===== src/rtl/timer_pkg.sv =====
// Shared definitions for the MM:SS countdown timer.
//   - timer_state_e : controller state encoding
//   - digit limit defaults and the BCD digit width
//   - bcd_clamp()   : saturates an operator-supplied digit to its legal maximum
package timer_pkg;

    localparam int DIGIT_W          = 4;
    localparam int DEF_MIN_TENS_MAX = 5;
    localparam int DEF_SEC_TENS_MAX = 5;
    localparam int DEF_ONES_MAX     = 9;

    typedef enum logic [1:0] {
        ST_IDLE    = 2'd0,
        ST_RUN     = 2'd1,
        ST_PAUSED  = 2'd2,
        ST_EXPIRED = 2'd3
    } timer_state_e;

    function automatic logic [DIGIT_W-1:0] bcd_clamp(input logic [DIGIT_W-1:0] v,
                                                     input logic [DIGIT_W-1:0] max_v);
        return (v > max_v) ? max_v : v;
    endfunction

endpackage


===== src/rtl/bcd_down_digit.sv =====
// One BCD down-counting digit of the countdown chain.
// Ports:
//   clk, rst   - clock, synchronous active-high reset (digit -> 0)
//   load       - write load_val (priority over dec_en)
//   load_val   - already-clamped value to load
//   dec_en     - borrow in: decrement this digit by one
//   digit      - registered digit value
//   borrow_out - combinational: this digit wraps, so the next digit must decrement
module bcd_down_digit
    import timer_pkg::*;
#(
    parameter int WRAP = 9
) (
    input  logic               clk,
    input  logic               rst,
    input  logic               load,
    input  logic [DIGIT_W-1:0] load_val,
    input  logic               dec_en,
    output logic [DIGIT_W-1:0] digit,
    output logic               borrow_out
);

    logic [DIGIT_W-1:0] digit_q, digit_d;

    always_comb begin
        digit_d = digit_q;
        if (load) begin
            digit_d = load_val;
        end else if (dec_en) begin
            digit_d = (digit_q == '0) ? DIGIT_W'(WRAP) : digit_q - 1'b1;
        end
    end

    always_ff @(posedge clk) begin
        if (rst) digit_q <= '0;
        else     digit_q <= digit_d;
    end

    assign digit      = digit_q;
    assign borrow_out = dec_en && (digit_q == '0);

endmodule


===== src/rtl/countdown_timer.sv =====
// MM:SS countdown timer. Loads a start time, runs down one second per tick,
// can be paused and resumed, and pulses done for one cycle on reaching 00:00.
// Ports:
//   clk, rst                 - clock, synchronous active-high reset
//   tick                     - one-cycle 1 Hz enable
//   load, load_*             - load start time (clamped per digit), forces IDLE
//   start, pause             - level-sampled run/resume and pause requests
//   min_tens..sec_ones       - registered BCD digits
//   running, expired, done   - registered status; done is a one-cycle pulse
module countdown_timer
    import timer_pkg::*;
#(
    parameter int MIN_TENS_MAX = DEF_MIN_TENS_MAX,
    parameter int SEC_TENS_MAX = DEF_SEC_TENS_MAX,
    parameter int ONES_MAX     = DEF_ONES_MAX
) (
    input  logic               clk,
    input  logic               rst,
    input  logic               tick,
    input  logic               load,
    input  logic [DIGIT_W-1:0] load_min_tens,
    input  logic [DIGIT_W-1:0] load_min_ones,
    input  logic [DIGIT_W-1:0] load_sec_tens,
    input  logic [DIGIT_W-1:0] load_sec_ones,
    input  logic               start,
    input  logic               pause,
    output logic [DIGIT_W-1:0] min_tens,
    output logic [DIGIT_W-1:0] min_ones,
    output logic [DIGIT_W-1:0] sec_tens,
    output logic [DIGIT_W-1:0] sec_ones,
    output logic               running,
    output logic               expired,
    output logic               done
);

    timer_state_e state_q, state_d;
    logic running_q, running_d;
    logic expired_q, expired_d;
    logic done_q, done_d;

    logic dec;
    logic b_so, b_st, b_mo, b_mt;
    logic is_zero, is_one;

    // Decrement only in RUN on a tick; load and pause both take precedence.
    assign dec = (state_q == ST_RUN) && tick && !pause && !load;

    bcd_down_digit #(.WRAP(ONES_MAX)) u_sec_ones (
        .clk(clk), .rst(rst), .load(load),
        .load_val(bcd_clamp(load_sec_ones, DIGIT_W'(ONES_MAX))),
        .dec_en(dec), .digit(sec_ones), .borrow_out(b_so)
    );

    bcd_down_digit #(.WRAP(SEC_TENS_MAX)) u_sec_tens (
        .clk(clk), .rst(rst), .load(load),
        .load_val(bcd_clamp(load_sec_tens, DIGIT_W'(SEC_TENS_MAX))),
        .dec_en(b_so), .digit(sec_tens), .borrow_out(b_st)
    );

    bcd_down_digit #(.WRAP(ONES_MAX)) u_min_ones (
        .clk(clk), .rst(rst), .load(load),
        .load_val(bcd_clamp(load_min_ones, DIGIT_W'(ONES_MAX))),
        .dec_en(b_st), .digit(min_ones), .borrow_out(b_mo)
    );

    // WRAP is never exercised here: a decrement is only issued on a nonzero value.
    bcd_down_digit #(.WRAP(MIN_TENS_MAX)) u_min_tens (
        .clk(clk), .rst(rst), .load(load),
        .load_val(bcd_clamp(load_min_tens, DIGIT_W'(MIN_TENS_MAX))),
        .dec_en(b_mo), .digit(min_tens), .borrow_out(b_mt)
    );

    assign is_zero = (min_tens == '0) && (min_ones == '0) &&
                     (sec_tens == '0) && (sec_ones == '0);
    assign is_one  = (min_tens == '0) && (min_ones == '0) &&
                     (sec_tens == '0) && (sec_ones == DIGIT_W'(1));

    always_comb begin
        state_d = state_q;
        done_d  = 1'b0;
        if (load) begin
            state_d = ST_IDLE;
        end else begin
            unique case (state_q)
                ST_IDLE:    if (start && !is_zero) state_d = ST_RUN;
                ST_RUN: begin
                    if (pause) begin
                        state_d = ST_PAUSED;
                    end else if (dec && (is_one || b_mt)) begin
                        // This decrement lands on 00:00; b_mt would flag a
                        // chain underflow, which is treated as terminal too.
                        state_d = ST_EXPIRED;
                        done_d  = 1'b1;
                    end
                end
                ST_PAUSED:  if (start) state_d = ST_RUN;
                ST_EXPIRED: state_d = ST_EXPIRED;
                default:    state_d = ST_IDLE;
            endcase
        end
        running_d = (state_d == ST_RUN);
        expired_d = (state_d == ST_EXPIRED);
    end

    always_ff @(posedge clk) begin
        if (rst) begin
            state_q   <= ST_IDLE;
            running_q <= 1'b0;
            expired_q <= 1'b0;
            done_q    <= 1'b0;
        end else begin
            state_q   <= state_d;
            running_q <= running_d;
            expired_q <= expired_d;
            done_q    <= done_d;
        end
    end

    assign running = running_q;
    assign expired = expired_q;
    assign done    = done_q;

endmodule

===== config.mk =====
export PLATFORM = sky130hd
export DESIGN_NAME = countdown_timer
export DESIGN_NICKNAME = d
export VERILOG_FILES = /design/src/rtl/timer_pkg.sv /design/src/rtl/bcd_down_digit.sv /design/src/rtl/countdown_timer.sv
export SDC_FILE = /design/constraint.sdc
export NUM_CORES = 1
export LEC_CHECK = 0
export CAP_MARGIN = 20
export CELL_PAD_IN_SITES_DETAIL_PLACEMENT = 0
export CELL_PAD_IN_SITES_GLOBAL_PLACEMENT = 2
export CORE_MARGIN = 2
export CORE_UTILIZATION = 27
export DETAILED_ROUTE_END_ITERATION = 8
export GPL_ROUTABILITY_DRIVEN = 0
export PLACE_DENSITY_LB_ADDON = 0.1
export SYNTH_ARGS = -nofsm -noshare
export SYNTH_HDL_FRONTEND = slang
export SYNTH_SLANG_ARGS = --single-unit

===== constraint.sdc =====
create_clock -name clk -period 3.6 [get_ports clk]
set_clock_uncertainty 0.05 [all_clocks]
set_input_delay 0.72 -clock clk [delete_from_list [all_inputs] [get_ports clk]]
set_output_delay 0.72 -clock clk [all_outputs]
set_load 0.01 [all_outputs]

==> metrics, run 1 <==
Via density=between 5 and 6; CP max stage delay=0.52 ns; leakage power=0.6018 nW; Critical Path RT=roughly 3.7 ns; root buf cell=clkbuf_8; GRT Total Usage=0.1366; ys flop type=dfxtp_1; PostCTS Resize Cnt=0; via count=1275; hold crit path type=reg2reg; Mapped Cells=142; worst slew pin tran=0.5190 ns; status=completed; I/O Buffers=40; pre-CTS WS=0.7771 ns; Max Clk Rate=between 300 and 400 MHz; Final Cycle Share=0.7116; setup repair bufs after CTS=0; initial antenna violation count=0; Buf/Inv on CP=2; net count after synthesis=164; top cell type's share of synthesized area=0.3500; synth unique cells=48; Min Clock Period, post-route=2.562 ns; io pins=41; Worst slew margin=0.6511; DR pass1 iterations=4; total power divided by cell area=322.5 mW/mm^2; Post-synth EDFFs=0; Post-DP Area=roughly 0.0017 mm^2; Async SR Flop Fraction=0; Sum Neg Setup Slack=0 ns; crit start category=input pin; synth cell count leaders=21 x dfxtp_1, 11 x nor2_1, 10 x nor3_1, 8 x a21oi_1, 7 x nand3_1; clk_lat worst skew=0.26 ns; final std cells w/o fill=235; Max stage delay cell, worst path=or4b_1; top cell type by total area after synthesis=dfxtp_1; cell family with most CP delay=simple AND/OR/NAND/NOR gates; Worst Setup Slack, final=1.038 ns; post-DR wirelength/cell=14.45 um; final WL=about 3.4 mm; most common cell in the netlist=dfxtp_1; crit-path cells=clkdlybuf4s50_1 -> nand4bb_1 -> buf_4 -> or2_1 -> or4b_1 -> a311oi_1; max_cap viols=0; CTS tree=built; CP Data Arrival Time=2.68 ns; Synthesis Warnings=0; layout cells sized above 1=0.1038; core area=0.004324 mm^2; Seq/Total Area, Yosys=0.3500; largest net degree at the start of global routing=18; # hold bufs at CTS=0; n_diodes=0; endpoints failing hold=0; kind of critical path=in2reg; area grow syn2layout=41.67%; mapped cell area=~0.0012 mm^2; die area=0.004998 mm^2; Final Max Tran Viols=0; starting density of the core=0.2778; IR drop worst, VDD=0.1122 mV; clock-pin slew on the worst setup and hold paths=0.08 ns; num rows=24; Area contributors post-synth=dfxtp_1 35%, nor3_1 4.2%, nor2_1 3.4%, a21oi_1 3.3%, nor4_1 3.1%; Max FO, Critical Path=9; Final #Nets=206; Remaining DRCs=0; Crit. End Element=flip-flop; chip width=70.70 um; Die H=70.70 um; gr ovfl total=0; RSZ-0062 raised after global routing=no; post-placement cell count=231; post-layout instance area=0.001702 mm^2; Yosys reg bits=21; antenna-violating nets left=0; vias in the first global route=about 1300; Post-DP HPWL=2.524 mm; Layout Utilization=0.3935; # H-tree levels=1; first-pass GRT wire length=5.651 mm; Post-Syn Area per Cell=8.459 um^2; CTS sink cnt=21; total CTS buffers=3; DRT iter0 DRCs=90; Setup violations, final=0; clock buffer depth=2
-- power by group --
part | leakage, nW | switching (mW) | internal [mW]
clock | 0.0255 | 0.0824 | 0.0771
combinational | 0.404 | 0.0554 | 0.0699
sequential | 0.173 | 0.0202 | 0.244
total | 0.602 | 0.158 | 0.391
-- tightest hold or removal path: cells and delay by family, from the launching register on --
family,cells,cell delay [ns]
flip-flops,1,0.35
AND/OR/NAND/NOR,2,0.10
-- sequential cells by signal, summed over array words and instances (netlist names) --
| register | count |
|---|---|
| done | 1 |
| expired | 1 |
| running | 1 |
| state_q | 2 |
| u_min_ones.digit | 4 |
| u_min_tens.digit | 4 |
| u_sec_ones.digit | 4 |
| u_sec_tens.digit | 4 |
-- area by class of cell --
class | count | area, um^2
Sequential cell | 21 | 420.4
Multi-Input combinational cell | 109 | 716.9
Timing Repair Buffer | 45 | 437.9
Fill cell | 468 | 2623
Clock inverter | 1 | 5.005
Inverter | 4 | 15.01
Tap cell | 52 | 65.06
Clock buffer | 3 | 41.29
-- cells in the final DEF, fill, tap and decap left out, types with 3 or more instances in the layout --
master	Yosys	layout
a21oi_1	8	8
a311oi_1	3	3
a31oi_1	3	3
buf_4	1	5
clkbuf_8	0	3
clkdlybuf4s50_1	0	40
dfxtp_1	21	21
inv_1	4	4
nand2_1	6	6
nand2b_1	3	3
nand3_1	7	7
nor2_1	11	11
nor3_1	10	10
nor4_1	6	6
o21ai_0	5	5
or2_2	3	3
-- worst paths after layout --
kind,cells after the start,endpoint,from,slack (ns)
worst max-delay path,6,u_sec_ones.digit[2]$_SDFFE_PP0P_,pause,1.04
worst min-delay path,2,u_min_tens.digit[3]$_SDFFE_PP0P_,u_min_tens.digit[3]$_SDFFE_PP0P_,0.43
worst max register to register,5,u_sec_ones.digit[2]$_SDFFE_PP0P_,state_q[0]$_SDFF_PP0_,1.56
worst min register to register,2,u_min_tens.digit[3]$_SDFFE_PP0P_,u_min_tens.digit[3]$_SDFFE_PP0P_,0.43
-- per-layer routing --
layer / routed length [um] / track usage
met1: 1622 / 0.1829
met2: 1498 / 0.2191
met3: 214 / 0.03134
met4: 61 / 0.04193
met5: 0 / 0
-- logic make-up (layout without fill, tap and decap cells) --
group | Yosys count | in the layout | share of synthesized area
buf+inv | 12 | 53 | 0.05312
flops | 21 | 21 | 0.3500
simple gates | 65 | 65 | 0.3281
xor+xnor | 2 | 2 | 0.01459
compound gates | 42 | 42 | 0.2542
-- stage by stage --
stage | hold WS, ns | total power, mW
6_report | 0.4331 | 0.5488
5_1_grt | 0.4653 | 0.5788
4_1_cts | 0.4273 | 0.5532
3_5_place_dp | 0.4155 | 0.3947
3_3_place_gp | 0.4102 | 0.3942
2_1_floorplan | 0.4302 | 0.3292
Note: power is estimated with default switching activity, not from simulation.
==> run 2, diff against run 1 <==
--- a/config.mk
+++ b/config.mk
@@ -9,7 +9,7 @@
 export CELL_PAD_IN_SITES_DETAIL_PLACEMENT = 0
 export CELL_PAD_IN_SITES_GLOBAL_PLACEMENT = 2
 export CORE_MARGIN = 2
-export CORE_UTILIZATION = 27
+export CORE_UTILIZATION = 23
 export DETAILED_ROUTE_END_ITERATION = 8
 export GPL_ROUTABILITY_DRIVEN = 0
 export PLACE_DENSITY_LB_ADDON = 0.1
==> constraint.sdc (replaced) <==
create_clock -name clk -period 2.1 [get_ports clk]
set_clock_uncertainty 0.05 [all_clocks]
set_input_delay 0.42 -clock clk [delete_from_list [all_inputs] [get_ports clk]]
set_output_delay 0.42 -clock clk [all_outputs]
set_load 0.01 [all_outputs]
==> metrics, run 2 (synthesis results as in run 1) <==
status=completed; Switch Pwr=0.2790 mW; I/O Buffers=40; CTS tree=built; Via density=4.853; antenna-violating nets left=0; RSZ-0062 raised after global routing=no; layout cells sized above 1=0.1590; fill count=about 530; hold crit path type=reg2reg; Buf/Inv on CP=1; # H-tree levels=1; Net Sw Frac=0.2894; first-pass GRT wire length=a little over 6 mm; num rows=26; die area=0.005816 mm^2; clock-pin slew on the worst setup and hold paths=0.08 ns; GRT Total Usage=0.1272; Max Clk Rate=510.0 MHz; Sum Neg Setup Slack=0 ns; DR pass1 iterations=4; Worst Setup Slack, final=0.1394 ns; total power divided by cell area=530.7 mW/mm^2; most frequent cells in the layout=40 x clkdlybuf4s50_1, 21 x dfxtp_1, 17 x buf_4; DRT iter0 DRCs=64; Reg power frac=0.465; register area=420.4 um^2; CP Data Arrival Time=1.49 ns; Final #Nets=218; core area=0.005075 mm^2; initial antenna violation count=0; crit start category=flip-flop; Die H=about 76 um; Max FO, Critical Path=10; multi-input logic area=about 700 um^2; IR drop worst, VDD=around 0.20 mV; Clock power frac=0.288; Setup violations, final=0; Final Max Tran Viols=0; Crit. End Element=output pin; n_diodes=0; worst hold slack=0.4252 ns; starting density of the core=0.2367; io pins=41; largest net degree at the start of global routing=16; most common cell after layout, fill and taps aside=clkdlybuf4s50_1; leakage power=0.6570 nW; clock buffer depth=2; PostCTS Resize Cnt=0; Post-DP HPWL=about 2.8 mm; cell family with most CP delay=buffers and inverters; combinational power share=0.247; area grow syn2layout=51.25%; Min Clock Period, post-route=1.961 ns; root buf cell=clkbuf_8; Max stage delay cell, worst path=clkdlybuf4s50_1; vias in the first global route=around 1300; final WL=between 3 and 4 mm; total CTS buffers=3; CP max stage delay=about 0.63 ns; Critical Path RT=1.63 ns; crit-path cells=clkdlybuf4s50_1; clk_lat worst skew=0.26 ns; CTS sink cnt=21; via count=1286; # hold bufs at CTS=0; Remaining DRCs=0; Final Cycle Share=0.9336; Pint=a little under 0.7 mW; gr ovfl total=0; post-DR wirelength/cell=13.59 um; pre-CTS WS=-0.1367 ns; chip width=~76 um; max_cap viols=0; kind of critical path=reg2out; Post-DP Area=0.001768 mm^2; post-layout instance area=0.001817 mm^2; endpoints failing hold=0; Worst slew margin=0.7005; setup repair bufs after CTS=0; worst slew pin tran=0.4452 ns
==> run 2: per-layer routing <==
metal  part of all wire  vias up  global-route usage
li1                   -      658                   -
met1               0.52      600              0.1765
met4             0.0064        0             0.04000
met2               0.44       26              0.1982
met3              0.036        2             0.02488
met5                  0        -                   0
==> run 2: path summary, 6_finish.rpt <==
kind | from | endpoint | slack (ns) | cells after the start
min | u_min_tens.digit[3]$_SDFFE_PP0P_ | u_min_tens.digit[3]$_SDFFE_PP0P_ | 0.43 | 2
max reg2reg | u_sec_tens.digit[1]$_SDFFE_PP0P_ | u_min_ones.digit[1]$_SDFFE_PP0P_ | 0.17 | 4
min reg2reg | u_min_tens.digit[3]$_SDFFE_PP0P_ | u_min_tens.digit[3]$_SDFFE_PP0P_ | 0.43 | 2
max | u_sec_ones.digit[0]$_SDFFE_PP0P_ | sec_ones[0] | 0.14 | 1
==> run 2: per-stage QoR <==
stage                 util  std cells  total power, mW
finish              0.3580        265           0.9641
global route        0.3580        265            1.022
CTS                 0.3580        265           0.9781
detailed placement  0.3484        261           0.6965
global placement    0.3484        261           0.6955
floorplan                -        142           0.5644
==> run 2: cell type report <==
| type | count | area share |
|---|---|---|
| multi-input cells | 109 | 0.3946 |
| repair buffers | 57 | 0.2906 |
| flip-flops and latches | 21 | 0.2314 |
| well taps | 70 | 0.04821 |
| clock buffers | 3 | 0.02273 |
| inverters | 4 | 0.008264 |
| clock inverters | 1 | 0.004132 |
==> run 2: power groups by stage <==
stage / sequential, mW / clock, mW / combinational (mW)
after global placement: 0.457 / 0 / 0.238
after floorplan: 0.458 / 0 / 0.106
final: 0.449 / 0.277 / 0.238
after global routing: 0.453 / 0.308 / 0.260
after CTS: 0.449 / 0.289 / 0.240
after detailed placement: 0.458 / 0 / 0.239
==> run 3, diff against run 2 <==
==> constraint.sdc (replaced) <==
create_clock -name clk -period 2.1 [get_ports clk]
set_clock_uncertainty 0.05 [all_clocks]
set_input_delay 0.42 -clock clk [delete_from_list [all_inputs] [get_ports clk]]
set_output_delay 0.42 -clock clk [all_outputs]
set_load 0.05 [all_outputs]
==> metrics, run 3 (synthesis results as in run 1) <==
DR pass1 iterations=4; register area=421.7 um^2; fill count=570; CTS tree=built; DRT iter0 DRCs=58; layout cells sized above 1=0.1856; cell family with most CP delay=buffers and inverters; Final #Nets=between 200 and 250; IR drop worst, VDD=0.2020 mV; hold crit path type=reg2reg; via count=1275; vias in the first global route=1268; setup repair bufs after CTS=0; I/O Buffers=40; GRT Total Usage=0.1239; CP Data Arrival Time=1.58 ns; root buf cell=clkbuf_8; initial antenna violation count=0; most frequent cells in the layout=35 x clkdlybuf4s50_1, 21 x buf_4, 20 x dfxtp_1; post-placement cell count=260; RSZ-0062 raised after global routing=no; starting density of the core=0.2367; worst hold slack=~0.43 ns; n_diodes=0; gr ovfl total=0; Max FO, Critical Path=6; first-pass GRT wire length=around 6 mm; Remaining DRCs=0; largest net degree at the start of global routing=14; core area=0.005075 mm^2; # hold bufs at CTS=0; Via density=4.830; worst slew pin tran=0.5139 ns; R2R setup slack=0.16 ns; endpoints failing hold=0; chip width=76.27 um; total power divided by cell area=571.8 mW/mm^2; Max stage delay cell, worst path=clkdlybuf4s50_1; final std cells w/o fill=264; Max Clk Rate=488.8 MHz; io pins=41; multi-input logic area=approximately 720 um^2; Min Clock Period, post-route=2.046 ns; Buf/Inv on CP=1; clock-pin slew on the worst setup and hold paths=0.09 ns; status=completed; final WL=3.588 mm; die area=0.005816 mm^2; Crit. End Element=output pin; crit start category=flip-flop; Post-DP HPWL=2.794 mm; Critical Path RT=1.63 ns; Worst slew margin=0.6563; # H-tree levels=1; crit-path cells=clkdlybuf4s50_1; CP max stage delay=0.85 ns; clk_lat worst skew=~0.27 ns; num rows=26; area grow syn2layout=49.69%; most common cell after layout, fill and taps aside=clkdlybuf4s50_1; Setup violations, final=0; Final Cycle Share=0.9742; antenna-violating nets left=0; max_cap viols=0; clock buffer depth=2; PostCTS Resize Cnt=0; total CTS buffers=3; post-DR wirelength/cell=13.59 um; Die H=76.27 um; Final Max Tran Viols=0; kind of critical path=reg2out; CTS sink cnt=21; leakage power=0.6598 nW
==> run 3: cell count changes in the layout (fill, tap and decap cells not counted) <==
cell             previous run  this run
buf_4                      17        21
clkdlybuf4s50_1            40        35
dfxtp_1                    21        20
dfxtp_2                     0         1
==> run 3: area by class of cell <==
| class | instances | area share |
|---|---|---|
| flip-flops and latches | 21 | 0.2345 |
| repair buffers | 56 | 0.2825 |
| clock buffers | 3 | 0.02296 |
| clock inverters | 1 | 0.004175 |
| well taps | 70 | 0.04871 |
| inverters | 4 | 0.008351 |
| multi-input cells | 109 | 0.3987 |
==> run 3: worst paths after layout <==
path,from,to,cells after the start
worst max-delay path,u_sec_ones.digit[3]$_SDFFE_PP0P_,sec_ones[3],1
worst min-delay path,u_sec_tens.digit[3]$_SDFFE_PP0P_,u_sec_tens.digit[3]$_SDFFE_PP0P_,2
worst max register to register,u_sec_tens.digit[0]$_SDFFE_PP0P_,u_min_ones.digit[1]$_SDFFE_PP0P_,4
worst min register to register,u_sec_tens.digit[3]$_SDFFE_PP0P_,u_sec_tens.digit[3]$_SDFFE_PP0P_,2
==> run 3: per-stage QoR <==
step | worst slack, ns | power (mW) | utilization | cell area, um^2 | TNS, ns
floorplan | 0.03673 | 0.6206 | - | 1202 | 0
CTS | 0.04332 | 1.044 | 0.3543 | 1798 | 0
finish | 0.05421 | 1.028 | 0.3543 | 1798 | 0
global route | 0.009631 | 1.082 | 0.3543 | 1798 | 0
global placement | -0.09182 | 0.7464 | 0.3447 | 1749 | -0.2009
detailed placement | -0.1694 | 0.7478 | 0.3447 | 1749 | -0.3376
==> run 3: power by group <==
group | internal [mW] | switching (mW)
clock | 0.134 | 0.156
sequential | 0.418 | 0.0336
combinational | 0.128 | 0.157
total | 0.681 | 0.347
==> run 3: metal layers <==
metal	wire length (um)	up-vias	global-route usage
met4	38	0	0.04545
met2	1563	36	0.1973
met3	180	4	0.03199
met5	0	-	0
met1	1804	581	0.1611
li1	-	654	-
==> RTL change, RTL diff (settings of run 2) <==
The 4 states of `timer_state_e` get a Gray code encoding in 2 bits.
--- a/src/rtl/timer_pkg.sv
+++ b/src/rtl/timer_pkg.sv
@@ -11,8 +11,8 @@
 
     typedef enum logic [1:0] {
-        ST_IDLE    = 2'd0,
-        ST_RUN     = 2'd1,
-        ST_PAUSED  = 2'd2,
-        ST_EXPIRED = 2'd3
+        ST_IDLE    = 2'b00,
+        ST_RUN     = 2'b01,
+        ST_PAUSED  = 2'b11,
+        ST_EXPIRED = 2'b10
     } timer_state_e;
 
Check against the original RTL: no difference found for any inputs over 10 cycles, from zero or initial values and one cycle with rst high; not proved beyond that.
==> RTL change against run 2 <==
  * The run now ends with setup timing left
  * Hold slack better by 57 ps
  * Utilization increased by 3.7 points
  * Total power decreased by 0.67%
  * Synthesized area shrank 6.4%
  * Clock power is 1% lower
  * Sequential cell count is the same
  * Routed wire length rose by 5.8%
  * Cell area is 2.6% higher
  * Worst setup slack got worse by 250 ps
  * Critical endpoint is now u_min_ones.digit[2]$_SDFFE_PP0P_
==> RTL change: results (changes against run 2) <==
STA
  – Slew HR: 66.6% (was 70.0%)
  – Worst Hold Slack: 482 ps (was 425 ps)
  – Final hold violation count: 0 (unchanged)
  – Post-route setup slack: -111 ps (was 139 ps)
  – Setup Viol. Count Final: 2 (was 0)
  – Final Max Tran Viols: 0 (unchanged)

Clock tree
  – Clock buffer depth: 2 (unchanged)

Yosys
  – Syn nets: 158 (was 164)
  – Synth top area share: 37.4% (was 35.0%)
  – Synth area leaders: dfxtp_1, o21ai_0, a311oi_1, nor2_1, nor3_1 (was dfxtp_1, nor3_1, nor2_1, a21oi_1, nor4_1)
  – Yosys warning count: 0 (unchanged)
  – Count of cell types in the netlist: 43 (was 48)
  – Most common library cells after synthesis: dfxtp_1, nor2_1, o21ai_0 (was dfxtp_1, nor2_1, nor3_1)
  – Register area share after synthesis: 37.4% (was 35.0%)

Layout
  – Nets: 222 (was 218)
  – Multi-input gate area: 694 µm² (was 717 µm²)
  – Layout cells sized above 1: 21.6% (was 15.9%)
  – FILL cells: 481 (was 534)
  – N_diodes: 0 (unchanged)

Place
  – Post-DP Area: 1780 µm² (was 1770 µm²)
  – DP Wirelength: 2950 µm (was 2780 µm)

Setup path
  – Worst Path Arrival: 2340 ps (was 1490 ps)
  – Reg2reg start: u_sec_tens.digit[2]$_SDFFE_PP0P_ (was u_sec_tens.digit[1]$_SDFFE_PP0P_)
  – Reg2Reg Capture Point: u_min_ones.digit[2]$_SDFFE_PP0P_ (was u_min_ones.digit[1]$_SDFFE_PP0P_)
  – Critical path capture point: u_min_ones.digit[2]$_SDFFE_PP0P_ (was sec_ones[0])
  – Critical path class: flop to flop (was flop to output port)
  – Largest fanout on the critical path: 2 (was 10)

GRT
  – Largest net degree at the start of global routing: 13 (was 16)
  – First-pass GRT wire length: 6100 µm (was 6090 µm)
  – GRT Total Usage: 14.7% (was 12.7%)
  – Number of global-route vias before repair: 1,249 (was 1,285)

Route
  – Per-cell routed wire length: 14.3 µm (was 13.6 µm)
  – DR iter-0 viols: 42 (was 64)
  – Vias: 1,288 (was 1,286)

Power and ir drop
  – Leak: 0.676 nW (was 0.657 nW)
  – Worst vdd ir: 0.000197 V (was 0.000198 V)

Status
  – Status: finished with violations (was finished clean)
  – Failing checks: setup timing

Worst hold path
  – WHS Path Cells: 1 (was 2)
## RTL change: stage by stage
step / setup WS [ps] / TNS (ps) / instances
floorplan: -130 / -130 / 136
global placement: -343 / -1980 / 262
detailed placement: -364 / -1910 / 262
CTS: -143 / -245 / 266
global route: -173 / -282 / 266
finish: -111 / -168 / 266
## RTL change: cell type report
| cell class | count | share of cell area [%] |
|---|---|---|
| multi-input cells | 103 | 37.2 |
| clock buffers | 3 | 2.21 |
| repair buffers | 66 | 32.1 |
| well taps | 67 | 4.50 |
| flip-flops and latches | 21 | 22.6 |
| clock inverters | 1 | 0.268 |
| inverters | 5 | 1.01 |
## RTL change: worst max-delay path, cell delays in order (launching register included)
cell      delay, ps
dfxtp_1         320
or4_4           540
or4_4           530
or4b_4          490
a311oi_2        200
## RTL change: what timing repair did
item,in CTS,in global routing
gates resized for setup,0,5
pin swaps,1,2
endpoints found under the setup margin,2,4
## RTL change: cells by family after synthesis
group / count (synthesis) / synth area share (%)
flops: 21 / 37.4
simple gates: 56 / 28.6
xor+xnor: 4 / 3.12
buf+inv: 12 / 4.01
compound gates: 43 / 26.9
## RTL change: report_power, final
| part | switching [mW] | total, mW | leakage, nW | internal (mW) |
|---|---|---|---|---|
| Sequential | 0.0160 | 0.434 | 0.173 | 0.418 |
| Clock | 0.141 | 0.273 | 0.0255 | 0.132 |
| Combinational | 0.113 | 0.251 | 0.478 | 0.138 |
## RTL change: metal layers
metal	part of all wire, %	vias to the layer above	GRT usage, %
met1	51	598	21.9
met2	44	30	21.3
met3	3.9	4	2.44
met5	0	-	0
li1	-	656	-
met4	0.79	0	5.25
